===== config.mk =====
export PLATFORM = sky130hd
export DESIGN_NAME = cosim_lockstep_lane
export DESIGN_NICKNAME = d
export VERILOG_FILES = /design/src/rtl/cosim_lockstep_checker.sv
export SDC_FILE = /design/constraint.sdc
export NUM_CORES = 1
export LEC_CHECK = 0
export CAP_MARGIN = 20
export CORE_MARGIN = 2
export CORE_UTILIZATION = 35
export DETAILED_ROUTE_END_ITERATION = 10
export PLACE_DENSITY = 0.87
export SYNTH_ARGS = -nofsm -noshare
export SYNTH_HDL_FRONTEND = slang
export SYNTH_SLANG_ARGS = --single-unit
export TNS_END_PERCENT = 30

===== constraint.sdc =====
create_clock -name clk -period 1.5 [get_ports clk]
set_clock_uncertainty 0.2 [all_clocks]
set_input_delay 0.15 -clock clk [delete_from_list [all_inputs] [get_ports clk]]
set_output_delay 0.15 -clock clk [all_outputs]
set_load 0.02 [all_outputs]

===== src/rtl/cosim_lockstep_checker.sv =====
// Lockstep checker: drives shared stimulus/reset into golden and netlist
// DUTs over LANES channels, compares after a settle window, counts
// mismatches and captures the first failure.

// Per-lane LFSR and compare.
module cosim_lockstep_lane #(
  parameter int          WIDTH  = 32,
  parameter logic [31:0] SEED_K = 32'h1
) (
  input  logic             clk,
  input  logic             rst,
  input  logic             load,
  input  logic             adv,
  input  logic [WIDTH-1:0] gold,
  input  logic [WIDTH-1:0] net,
  output logic             fail,
  output logic [31:0]      cur,
  output logic [31:0]      nxt
);
  localparam logic [31:0] TAPS = 32'h8020_0003;

  // right-shifting Galois step
  assign nxt  = cur[0] ? ((cur >> 1) ^ TAPS) : (cur >> 1);
  assign fail = (gold != net);

  // LFSR state: reloaded on run start, stepped once per random vector
  always_ff @(posedge clk or negedge rst) begin
    if (!rst)      cur <= SEED_K;
    else if (load) cur <= SEED_K;
    else if (adv)  cur <= nxt;
  end
endmodule



=== After elaboration in Yosys (flattened, before gate mapping) ===
Index checks and enable logic that the tools add are counted.
W data, S select, Z words.

* Add/subtract/negate cells: 0
* Multiply operators: 0
* Div/mod/pow operators: 0
* Order comparisons: 0
* Eq/ne operators: 1
* Shifts and indexed selects: 0
* Muxes and demuxes: 3
* Bitwise operators: 1
* Reduce and logical (&&, ||, !) cells: 1

{| class="wikitable"
|+ Operators by type and width
! kind !! count
|-
| $mux W32 || 3
|-
| $ne A32 B32 Y1 || 1
|-
| $not A3 Y4 || 1
|-
| $reduce_bool A2 Y1 || 1
|}

* Flip-flop bits (word level): 32
* Bits in latches: 0
* Bits in writable memories: 0
* Bits in read-only memories: 0
* Input port bits: 68
* Memories: 0

=== Depth between registers and ports, before layout ===
* Depth in word-level cells: 4
* Mapped depth: 4
* Mapped depth without buffers: 4

=== Least setup slack after synthesis ===
Ideal clock, no wire load.

* Path kind: register to register
* From: register cur[0]
* To: register cur[1]
* Arrival time: 1.358 ns
* Path slack: -0.131 ns
* Stages on the path, launching flop included: 5
* Period minus slack after synthesis: 1.631 ns
* Cell sequence: dfstp_2 > buf_4 > xor2_1 > mux2i_1 > nor2_1

* Word-level cells in the longest chain between the ends: 3

{| class="wikitable"
|+ Ends and longest elaborated chain
! what !! RTL line !! source
|-
| start: declaration || 17 || <nowiki>output logic [31:0] cur,</nowiki>
|-
| start signal: assignment || 30 || <nowiki>else if (adv) cur <= nxt;</nowiki>
|-
| $mux W32 || 23 || <nowiki>assign nxt = cur[0] ? ((cur >> 1) ^ TAPS) : (cur >> 1);</nowiki>
|-
| via nxt[1] || 18 || <nowiki>output logic [31:0] nxt</nowiki>
|-
| $mux W32 || 30 ||
|-
| $mux W32 || 29 || <nowiki>else if (load) cur <= SEED_K;</nowiki>
|}

The timed path passes the listed nets, and every way through them passes these cells. The select of a mux whose other input is x is not followed.
A chain may end at the register's enable or synchronous reset.

=== Worst setup path after layout ===
* From: register cur[0]
* To: output nxt[0]

* Word-level cells in the longest chain between the ends: 1

{| class="wikitable"
|+ Ends and longest elaborated chain
! what !! RTL line
|-
| $mux W32 || 23
|-
| end: declaration || 18
|}

No other way between the ends.

==> results.md <==
* CTS tree: done
* Nets at 362
* Status: complete, but fails checks
* Final HPWL DP at 3640 um
* Final Hold Vio Count at 0
* Fraction of layout cells with a size suffix above 1 at 12.5%
* Vias per cell at 4.56
* DR iter-0 viols at 58
* Min Clock Period, post-route at 1.64 ns
* Die span in y at 77.6 um
* Post-route setup slack at -0.141 ns
* Seq/Total Area, Yosys at 42.3%
* Reg2Reg Launch Point: cur[0]
* Antenna Cells at 0
* Initial core utilization at 36.7%
* Post-Synthesis Cells at 180
* Vias at 1,664
* Fraction of power consumed by sequential logic at 41.8%
* Power Density at 678 nW/um2
* Htree depth at 2
* CP Capture Type: output pin
* WS Path Type: reg2out
* Port Buffers at 132
* Tot GR Track Use at 15.7%
* Clk slew on worst S/H paths at 0.07 ns
* Highest Clock Rate at 609 MHz
* Syn. warnings at 0
* First-pass GRT wire length at 7480 um
* Rows at 26
* Sequential cell area at 802 um2
* Vias in the first global route at 1,642
* Die Wd at 77.6 um
* Multi-input gate area at 846 um2
* RSZ-0062 raised after global routing: true
* Clk pwr share at 37.3%
* Max clock buf depth at 2
* Root Driver: clkbuf_8
* Combinational share of power at 20.9%
* GPL Wtd Cong at 0.689
* Largest regs: cur x32
* 1st-pass router iterations at 4
* Final setup viols at 6
* Reg2Reg Capture Point: cur[1]
* Worst-Margin Slew at 0.252 ns
* Initial antenna violation count at 0
* Peak VDD IR at 0.000343 V
* Critical path arrival at 1.29 ns
* Hold_ws at 0.0371 ns
* Post-DRT Antenna Nets at 0
* GRT overflow at 0
* Worst relative slew slack at 83.1%
* Crit share post-route at 109%
* Io pins at 133
* Clock latency at the later pin of the worst-skew pair at 0.28 ns
* Clk sinks at 32
* DRC at 0
* Final core utilization at 61.1%
* WL final at 4650 um
* Worst hold path class: in2async
* Synthesis-to-layout area growth at 66.6%
* Mapped Avg Cell Area at 10.5 um2
* Worst Reg-to-Reg Cells at 5
* NetSw at 519 uW
* WL/cell at 12.7 um
* Core box area at 5170 um2
* R2R setup slack at 0.04 ns
* Internal at 1.62 mW
* Crit-path max FO at 5
* Total Neg Setup Slack at -0.452 ns
* Fill count at 478
* Leakage at 1.80 nW
* Library cells used by synthesis at 15
* Crit path launch type: flop
* Max Slew Vio Count at 0
* Max-cap violations at 0
* Syn Nets at 248
* CP required at 1.15 ns
* Count of state elements after synthesis at 32
* Top reg by flops: cur
* Setup WS pre-CTS at -0.819 ns
* Failing checks: negative setup slack
* Max FFs per register at 32
* Post-Syn Area at 1900 um2
* Largest net degree at the start of global routing at 34
* TritonCTS Buffers at 5
* DIE AREA at 6030 um2
* Sw Ratio at 24.2%
## through the flow
step	cell area [um2]	power (mW)	instances
floorplan	1900	1.13	180
CTS	3130	2.16	365
global route	3160	2.23	365
global placement	3140	1.41	355
detailed placement	3140	1.42	355
finish	3160	2.14	365
## repair_timing
item                       4_1_cts  5_1_grt
setup endpoints to repair       65        8
gates resized for setup        147       39
pin swaps                       33       24
hold buffers                     0        0
setup buffers                    2        0
## synth_stat cells
master / n / area (um2)
xnor2_1: 32 / 280
buf_4: 31 / 233
dfrtp_1: 31 / 776
mux2i_1: 31 / 310
nor2_1: 31 / 116
nand4_1: 8 / 50.1
buf_6: 3 / 33.8
clkbuf_1: 3 / 11.3
xor2_1: 3 / 26.3
nor4_1: 2 / 12.5
a21oi_1: 1 / 5.00
and3_1: 1 / 6.26
dfstp_2: 1 / 26.3
nand2_1: 1 / 3.75
o21bai_1: 1 / 7.51
## how the worst max path moves through the flow
stage	start	endpoint	slack (ns)
6_report	cur[0]	nxt[0]	-0.14
4_1_cts	gold[28]	fail	-0.21
5_1_grt	cur[0]	nxt[21]	-0.18
2_1_floorplan	cur[0]	cur[1]	-0.13
3_3_place_gp	net[23]	fail	-0.78
3_5_place_dp	net[23]	fail	-0.82
## cells by family (layout without fill, tap and decap cells)
group           count (synthesis)  count (layout)  share of synthesized area (%)
compound gates                  2               2                          0.659
xor+xnor                       35              35                           16.2
buf+inv                        37             152                           14.6
flops                          32              32                           42.3
mux                            31              31                           16.3
simple gates                   43              43                           9.95
## metal layers
layer	vias up	share of wire (%)	GRT usage [%]
met2	100	52	27.8
met3	7	10	5.35
met5	-	0	0
met4	0	1.7	6.25
met1	764	36	17.0
li1	793	-	-
## layout by cell type, fill, tap and decap left out
| master | n |
|---|---|
| xor2_1 | 2 |
| clkdlybuf4s50_1 | 2 |
| xor2_2 | 1 |
| clkinv_2 | 1 |
| clkdlybuf4s15_1 | 14 |
| clkbuf_1 | 1 |
| mux2i_1 | 31 |
| nand2_1 | 1 |
| dfstp_2 | 1 |
| dfrtp_1 | 31 |
| nand4_1 | 8 |
| xnor2_2 | 1 |
| clkbuf_8 | 5 |
| and3_1 | 1 |
| buf_6 | 3 |
| buf_12 | 3 |
| a21oi_1 | 1 |
| buf_4 | 12 |
| buf_2 | 1 |
| xnor2_1 | 31 |
| nor2_1 | 31 |
| nor4_2 | 2 |
| dlygate4sd2_1 | 93 |
| dlymetal6s2s_1 | 10 |
| o21bai_1 | 1 |
| clkbuf_2 | 6 |
| bufinv_16 | 1 |
## cell type report
cell class                      instances  area share, %
Clock buffer                            6           2.30
Clock inverter                          2           1.11
Multi-Input combinational cell        111           26.8
Sequential cell                        32           25.4
Tap cell                               70           2.77
Timing Repair Buffer                  144           41.7
## power groups by stage
stage / sequential [mW] / clock, mW / combinational (mW)
global placement: 0.910 / 0 / 0.504
finish: 0.895 / 0.800 / 0.448
floorplan: 0.924 / 0 / 0.203
detailed placement: 0.911 / 0 / 0.514
CTS: 0.894 / 0.816 / 0.454
global route: 0.897 / 0.846 / 0.486
## critical path: stages (launching register included)
cell and delay, ns:
dfstp_2 0.61, buf_6 0.12, xor2_1 0.12, buf_4 0.16
Note: power is estimated with default switching activity, not from simulation.
